<file path="src/rtl/alu_exec_unit.sv">
// Multi-cycle execute-stage ALU. Single-cycle add/sub/logic and illegal
// codes; shifts iterate one bit per cycle. Valid/ready on both sides.
module alu_exec_unit #(
    parameter int XLEN = 32
) (
    input  logic            clk,
    input  logic            reset_n,
    input  logic            in_valid,
    output logic            in_ready,
    input  logic [3:0]      alu_op,
    input  logic [XLEN-1:0] op_a,
    input  logic [XLEN-1:0] op_b,
    output logic            out_valid,
    input  logic            out_ready,
    output logic [XLEN-1:0] result,
    output logic            zero,
    output logic            illegal
);

    localparam int SHW = $clog2(XLEN);

    localparam logic [3:0] OP_ADD = 4'b0000;
    localparam logic [3:0] OP_SUB = 4'b0001;
    localparam logic [3:0] OP_AND = 4'b0100;
    localparam logic [3:0] OP_OR  = 4'b0101;
    localparam logic [3:0] OP_XOR = 4'b1000;
    localparam logic [3:0] OP_SLL = 4'b1010;
    localparam logic [3:0] OP_SRL = 4'b1011;

    localparam logic [SHW-1:0]  CNT_ONE  = {{(SHW-1){1'b0}}, 1'b1};
    localparam logic [SHW-1:0]  CNT_ZERO = {SHW{1'b0}};
    localparam logic [XLEN-1:0] XZERO    = {XLEN{1'b0}};
    localparam logic [XLEN-1:0] XONE     = {{(XLEN-1){1'b0}}, 1'b1};

    typedef enum logic [1:0] {
        ST_IDLE  = 2'b00,
        ST_SHIFT = 2'b01,
        ST_DONE  = 2'b10
    } state_t;

    state_t          state_r, state_next_s;
    logic [XLEN-1:0] acc_r, acc_next_s;
    logic [SHW-1:0]  cnt_r, cnt_next_s;
    logic            sll_r, sll_next_s;
    logic [XLEN-1:0] result_r, result_next_s;
    logic            zero_r, zero_next_s;
    logic            illegal_r, illegal_next_s;
    logic            in_ready_r, out_valid_r;
    logic [XLEN-1:0] acc_shift_s;
    logic [XLEN-1:0] eval_s;
    logic [SHW-1:0]  amt_s;

    // True for the opcodes this unit implements.
    function automatic logic is_legal(input logic [3:0] op);
        case (op)
            OP_ADD, OP_SUB, OP_AND, OP_OR,
            OP_XOR, OP_SLL, OP_SRL: is_legal = 1'b1;
            default:                is_legal = 1'b0;
        endcase
    endfunction

    // Single-cycle result for non-shift ops; illegal codes give zero.
    function automatic logic [XLEN-1:0] alu_eval(input logic [3:0] op,
                                                 input logic [XLEN-1:0] a,
                                                 input logic [XLEN-1:0] b);
        case (op)
            OP_ADD:  alu_eval = a + b;
            OP_SUB:  alu_eval = a + ~b + XONE;
            OP_AND:  alu_eval = a & b;
            OP_OR:   alu_eval = a | b;
            OP_XOR:  alu_eval = a ^ b;
            default: alu_eval = XZERO;
        endcase
    endfunction

    assign eval_s      = alu_eval(alu_op, op_a, op_b);
    assign amt_s       = op_b[SHW-1:0];
    assign acc_shift_s = sll_r ? (acc_r << 1'b1) : (acc_r >> 1'b1);

    // Next-state and datapath decode for the IDLE/SHIFT/DONE controller.
    always_comb begin
        state_next_s   = state_r;
        acc_next_s     = acc_r;
        cnt_next_s     = cnt_r;
        sll_next_s     = sll_r;
        result_next_s  = result_r;
        zero_next_s    = zero_r;
        illegal_next_s = illegal_r;
        case (state_r)
            ST_IDLE: begin
                if (in_valid && in_ready_r) begin
                    if ((alu_op == OP_SLL) || (alu_op == OP_SRL)) begin
                        if (amt_s == CNT_ZERO) begin
                            result_next_s  = op_a;
                            zero_next_s    = (op_a == XZERO);
                            illegal_next_s = 1'b0;
                            state_next_s   = ST_DONE;
                        end else begin
                            acc_next_s   = op_a;
                            cnt_next_s   = amt_s;
                            sll_next_s   = (alu_op == OP_SLL);
                            state_next_s = ST_SHIFT;
                        end
                    end else begin
                        result_next_s  = eval_s;
                        zero_next_s    = (eval_s == XZERO);
                        illegal_next_s = ~is_legal(alu_op);
                        state_next_s   = ST_DONE;
                    end
                end else begin
                    state_next_s = ST_IDLE;
                end
            end
            ST_SHIFT: begin
                acc_next_s = acc_shift_s;
                cnt_next_s = cnt_r - CNT_ONE;
                if (cnt_r == CNT_ONE) begin
                    result_next_s  = acc_shift_s;
                    zero_next_s    = (acc_shift_s == XZERO);
                    illegal_next_s = 1'b0;
                    state_next_s   = ST_DONE;
                end else begin
                    state_next_s = ST_SHIFT;
                end
            end
            ST_DONE: begin
                if (out_ready) begin
                    state_next_s = ST_IDLE;
                end else begin
                    state_next_s = ST_DONE;
                end
            end
            default: begin
                state_next_s = ST_IDLE;
            end
        endcase
    end

    // State, datapath and handshake flags; reset aborts any op in flight.
    always_ff @(posedge clk or negedge reset_n) begin
        if (!reset_n) begin
            state_r     <= ST_IDLE;
            acc_r       <= XZERO;
            cnt_r       <= CNT_ZERO;
            sll_r       <= 1'b0;
            result_r    <= XZERO;
            zero_r      <= 1'b1;
            illegal_r   <= 1'b0;
            in_ready_r  <= 1'b1;
            out_valid_r <= 1'b0;
        end else begin
            state_r     <= state_next_s;
            acc_r       <= acc_next_s;
            cnt_r       <= cnt_next_s;
            sll_r       <= sll_next_s;
            result_r    <= result_next_s;
            zero_r      <= zero_next_s;
            illegal_r   <= illegal_next_s;
            in_ready_r  <= (state_next_s == ST_IDLE);
            out_valid_r <= (state_next_s == ST_DONE);
        end
    end

    assign in_ready  = in_ready_r;
    assign out_valid = out_valid_r;
    assign result    = result_r;
    assign zero      = zero_r;
    assign illegal   = illegal_r;

endmodule
</file>
<file path="config.mk">
export PLATFORM = sky130hd
export DESIGN_NAME = alu_exec_unit
export DESIGN_NICKNAME = d
export VERILOG_FILES = /design/src/rtl/alu_exec_unit.sv
export SDC_FILE = /design/constraint.sdc
export NUM_CORES = 1
export LEC_CHECK = 0
export ABC_AREA = 1
export CAP_MARGIN = 20
export CORE_MARGIN = 3
export CORE_UTILIZATION = 64
export CTS_CLUSTER_SIZE = 28
export DETAILED_ROUTE_END_ITERATION = 7
export PLACE_DENSITY = 0.89
export SYNTH_ARGS = -nofsm -noshare
export SYNTH_HDL_FRONTEND = slang
export SYNTH_SLANG_ARGS = --single-unit
export TNS_END_PERCENT = 50
</file>
<file path="constraint.sdc">
create_clock -name clk -period 4 [get_ports clk]
set_input_delay 0.8 -clock clk [delete_from_list [all_inputs] [get_ports clk]]
set_output_delay 0.8 -clock clk [all_outputs]
set_load 0.03 [all_outputs]
</file>
==> results by group <==
Synthesis
  • Post-synthesis mux area share: 0%
  • Post-Synthesis Cells: 1782
  • Mean Syn Cell Area: 5.781 um^2
  • Top post-synthesis cells by area: dfrtp_1, nand2_1, ha_1
  • Xor/xnor cell area share of the yosys netlist: 0.1700%
  • Synth Area in Adders: 13.14%
  • Synth cell count leaders: nand2_1, inv_1, nor2_1
  • Syn_nets: 1961
  • Post-synth top area share: 17.97%
  • Largest family of logic cells by synthesized area: simple AND/OR/NAND/NOR gates
  • Most common cell in the netlist: nand2_1
  • Synth Area in Compound Gates: 17.56%
  • EDFF count, synth: 0
  • Area share of and/or/nand/nor cells after synthesis: 37.87%
  • Synth warn: 0
  • Distinct cells, synth: 37
  • Mapped cell area: 0.01030 mm^2
  • Top_reg_cell synth: dfrtp_1
  • Post-synthesis sequential area ratio: 18.48%
  • Seq cells post-synth: 76
  • Asr flop ratio synth: 100.0%
  • Top cell type by total area after synthesis: dfrtp_1

Clocking
  • Clock Tree Buf Depth: 2
  • Root Buffer: clkbuf_16
  • Hold Buf Count CTS: 0
  • CTS tree: done
  • Clock Latency Late Sink: 0.34 ns
  • CTS buffer count: 9
  • # clock sinks: 76
  • Clock transition at path regs: 0.06 ns
  • Post-CTS setup buffers: 0
  • Number of gates resized after CTS: 0
  • Max H-tree Level: 3

STA
  • Fin. max-slew vios: 0
  • Slew HR: 31.81%
  • Final Hold Fails: 0
  • Final-report setup violation count: 0
  • Fmax: 0.2584 GHz
  • Final Skew: 0.006856 ns
  • Slew @ Worst Pin: 1.012 ns
  • TNS Setup: 0 ns
  • Min Hold Slack: 0.5073 ns
  • Final worst-path cycle share: 96.74%
  • Minimum clock period: 3.870 ns
  • Unrepaired setup endpoints after global routing: false

Die
  • I/O Pins: 108
  • Starting density of the core: 66.54%
  • Die Y: 132.9 um
  • Die width: 132.9 um
  • Row cnt: 45
  • Die area: 0.01766 mm^2
  • Core footprint: 0.01548 mm^2

Status
  • Outcome: complete, but fails checks
  • Violated checks: design-rule violations

Worst setup path
  • Reg-to-reg critical path endpoint: in_ready
  • Setup CP Type: input port to register
  • CP Max Fanout: 7
  • Reg2Reg Launch Point: state_r[0]
  • R2R Setup Slk: 1.22 ns
  • CP required: 4.28 ns
  • Reg2reg path depth: 13
  • Critical Path Source Type: input port
  • CP Capture Type: register
  • Critical Path AT: 4.15 ns

Hold path
  • Worst hold start: illegal
  • Worst hold path class: register to register
  • Hold path cells: 2
  • Hold Path End: illegal

Detailed routing
  • Drt wl/cell: 20.84 um
  • Vias: 13740
  • Initial drt markers: 3150
  • Residual DRC: 121
  • Drt total wl: 44580 um
  • Final ANT Viol Nets: 0
  • Via/cell ratio: 6.421
  • Drt pass-1 iters: 8

Placement
  • Routability cong.: 1.127
  • PortBufs: 107
  • Hpwl dp: 32400 um

Final layout
  • Final net count: 2100
  • Syn-to-layout area delta: 20.23%
  • Layout cells sized above 1: 7.269%

Power
  • Worst VDD drop: 0.6363 mV
  • Pwr per Cell Area: 479.7 mW/mm^2
  • Pwr Total: 5943 uW
  • Lkg Pwr: 0.006411 uW

Global route
  • GRT Total Usage: 48.26%
  • Global-route wire length before repair: 68030 um
  • Largest net degree at the start of global routing: 77
  • Vias in the first global route: 12890
  • Final global-route overflow total: 0
  • Initial antenna violation count: 2

Flow run
  • Max_cap viols: 0
==> how the worst max path moves through the flow <==
stage                        start  endpoint  slack (ns)
after CTS                 op_a[20]      zero        0.32
after global placement     op_a[6]      zero        0.06
after detailed placement   op_a[2]      zero        0.06
after global routing      op_a[11]      zero        0.01
after floorplan            op_a[0]      zero        1.23
final                     op_a[14]      zero        0.13
==> final cells by class <==
class	instances	area, um^2
multi-input combinational	1375	7106
sequential	76	1904
inverter	266	998.5
tap	211	264.0
clock buffer	10	239.0
fill	1106	3097
timing repair buffer	193	1759
antenna	2	5.005
clock inverter	6	111.4
==> cells by family (layout without fill, tap and decap cells) <==
group | Yosys count | count (layout)
adder cells (fa/ha/maj) | 107 | 107
AO/OA/AOI/OAI | 323 | 323
buffers and inverters | 331 | 475
AND/OR/NAND/NOR | 943 | 943
XOR/XNOR | 2 | 2
flip-flops | 76 | 76
other | 0 | 2
==> critical path: stages <==
cell,delay [ns]
clkdlybuf4s50_1,0.55
inv_1,0.10
ha_1,0.50
nand2_1,0.30
o21ai_1,0.31
inv_1,0.07
nand2_1,0.09
nand2_1,0.10
nand3_1,0.09
nand2_1,0.05
nand3_1,0.08
nand3_1,0.29
nor2_1,0.23
nand2_1,0.10
nor2_1,0.14
nand3_1,0.09
nand2_1,0.06
nand2_1,0.06
a21oi_2,0.13
==> report_power, final <==
| group | total (uW) | switching (uW) | leakage (uW) | internal, uW |
|---|---|---|---|---|
| Sequential | 1470 | 302 | 0.000903 | 1170 |
| Clock | 968 | 341 | 0.000169 | 627 |
| Combinational | 3500 | 2360 | 0.00534 | 1140 |
| Total | 5940 | 3010 | 0.00641 | 2930 |
==> stage by stage <==
step / worst slack, ns / cells / utilization, % / instance area (um^2)
6_report: 0.1305 / 2139 / 80.00 / 12390
5_1_grt: 0.01430 / 2139 / 80.00 / 12390
4_1_cts: 0.3184 / 2136 / 79.79 / 12350
3_5_place_dp: 0.05587 / 2120 / 77.53 / 12000
3_3_place_gp: 0.05693 / 2120 / 77.53 / 12000
2_1_floorplan: 1.226 / 1782 / - / 10300
==> cells in the final DEF, fill, tap and decap left out, types with 5 or more instances in the layout <==
cell and n:
clkdlybuf4s50_1 106, a21oi_2 9, nor4_1 14, nand2_2 5, nand3_1 137, a21oi_1 70, or2_2 6, o22ai_1 8
a31oi_1 40, buf_4 84, nor3_1 14, nand2_1 491, inv_2 7, inv_1 259, a221oi_1 19, o21ai_0 160
o21bai_1 9, nand3b_1 6, ha_1 105, o21ai_1 5, clkbuf_16 9, nand4_1 24, nor2_1 235, dfrtp_1 74
==> registers in the layout, indices dropped and copies added (netlist names) <==
signal	cells
acc_r	32
cnt_r	5
illegal	1
in_ready	1
out_valid	1
result	32
sll_r	1
state_r	2
zero	1
==> metal layers <==
layer  vias up  track usage (%)  routed length (um)
met5         -                0                   0
li1       6033                -                   -
met4         0            25.98                3500
met3       361            16.73                7452
met2      1304            72.80               18250
met1      6037            60.57               15380
Note: power is estimated with default switching activity, not from simulation.
==> patch, RTL diff (config.mk and constraints unchanged) <==
The parameter `XLEN` goes from 32 to 16.
--- a/src/rtl/alu_exec_unit.sv
+++ b/src/rtl/alu_exec_unit.sv
@@ -1,7 +1,7 @@
 // Multi-cycle execute-stage ALU. Single-cycle add/sub/logic and illegal
 // codes; shifts iterate one bit per cycle. Valid/ready on both sides.
 module alu_exec_unit #(
-    parameter int XLEN = 32
+    parameter int XLEN = 16
 ) (
     input  logic            clk,
     input  logic            reset_n,
Ports: changed (resized op_a, op_b and result); port bits go from 108 to 60. No check against the original RTL was run, so the function may have changed too.
==> patch against the original RTL <==
Clock skew down 0.00078 ns. Power down 55%. Design area down 53%. Combinational power down 59%. Synthesized cell count down 55%. Routed wire length down 63%. Sequential share of layout area up 3.2 points. Area after synthesis down 51%. Sequential cell count down 33. Setup slack better by 0.29 ns. Hold slack better by 0.00087 ns. Final cell count down 55%.
==> patch: results (changes against the original RTL) <==
DR iter-0 viols: 631 (-80%)
VDD IR-drop max: 0.449 mV (-29%)
first-pass GRT wire length: 25.9 mm (-62%)
IO Port Bufs: 59 (-45%)
GR Util met3: 0.0923 (-0.0750)
CP max FO: 9 (+2)
clock buffers created by TritonCTS: 5 (-4)
Ant. Diodes: 0 (-2)
met2 wire length: 7.56 mm (-59%)
Reg clk slew, reported paths: 0.08 ns (+0.02 ns)
syn_area_per_cell: 6.33 um^2 (+9.4%)
drt pass-1 iters: 6 (-2)
share of cells above drive strength 1: 0.0692 (-0.00352)
sw power: 0.00123 W (-59%)
Clk Latency, worst-skew pair: 0.30 ns (-0.04 ns)
CTS root buf: clkbuf_8
M1 wire length: 6.12 mm (-60%)
drt total wl: 16.6 mm (-63%)
Global Route met1 Usage: 0.434 (-0.171)
post-place instance area: 5680 um^2 (-53%)
clk pwr: 0.000402 W (-58%)
DR vias: 5923 (-57%)
CP Data Arrival Time: 3.81 ns (-0.34 ns)
Cells after DPL: 944 (-55%)
ranking of synthesized cells by area: dfrtp_1 (20%), nand2_1 (14%), ha_1 (13%)
leakage power: 2.88 nW (-55%)
status: finished clean
## patch: cell types whose count changed in the layout (fill, tap and decap cells not counted), moves of 58 or more
cell	before	now
nor2_1	235	95
o21ai_0	160	49
nand3_1	137	79
buf_4	84	6
inv_1	259	114
nand2_1	491	192
## patch: critical path, stage by stage
cell             delay, ns
clkdlybuf4s50_1       0.64
inv_1                 0.10
ha_1                  0.48
inv_1                 0.14
o21ai_0               0.41
nor2_1                0.15
inv_1                 0.09
a21oi_1               0.07
nand2_1               0.07
nand2_1               0.05
nand3_1               0.08
nand3_1               0.14
nor2_1                0.24
nand3_1               0.10
nand2_1               0.07
nand2_1               0.06
a21oi_2               0.12
## patch: final cells by class
class | count | area, um^2
multi-input combinational | 613 | 3380
fill | 585 | 1670
timing repair buffer | 65 | 631
inverter | 124 | 465
clock buffer | 6 | 72.6
sequential | 43 | 1080
clock inverter | 2 | 60.1
tap | 99 | 124
## patch: logic make-up after synthesis
kind of cell,Yosys count,share of synthesized area
XOR/XNOR,2,0.00344
buffers and inverters,149,0.125
AND/OR/NAND/NOR,420,0.362
adder cells (fa/ha/maj),54,0.136
flip-flops,43,0.212
AO/OA/AOI/OAI,137,0.162
## patch: final timing paths
path | depth (start not counted) | slack [ns] | startpoint | end
worst max-delay path | 17 | 0.42 | op_a[9] | zero$_DFFE_PN1P_
worst min-delay path | 2 | 0.51 | result[5]$_DFFE_PN0P_ | result[5]$_DFFE_PN0P_
worst max register to register | 5 | 1.65 | sll_r$_DFFE_PN0P_ | zero$_DFFE_PN1P_
worst min register to register | 2 | 0.51 | result[5]$_DFFE_PN0P_ | result[5]$_DFFE_PN0P_
max in group asynchronous | 1 | 2.77 | reset_n | acc_r[10]$_DFFE_PN0P_
min in group asynchronous | 1 | 0.64 | reset_n | state_r[1]$_DFF_PN0_
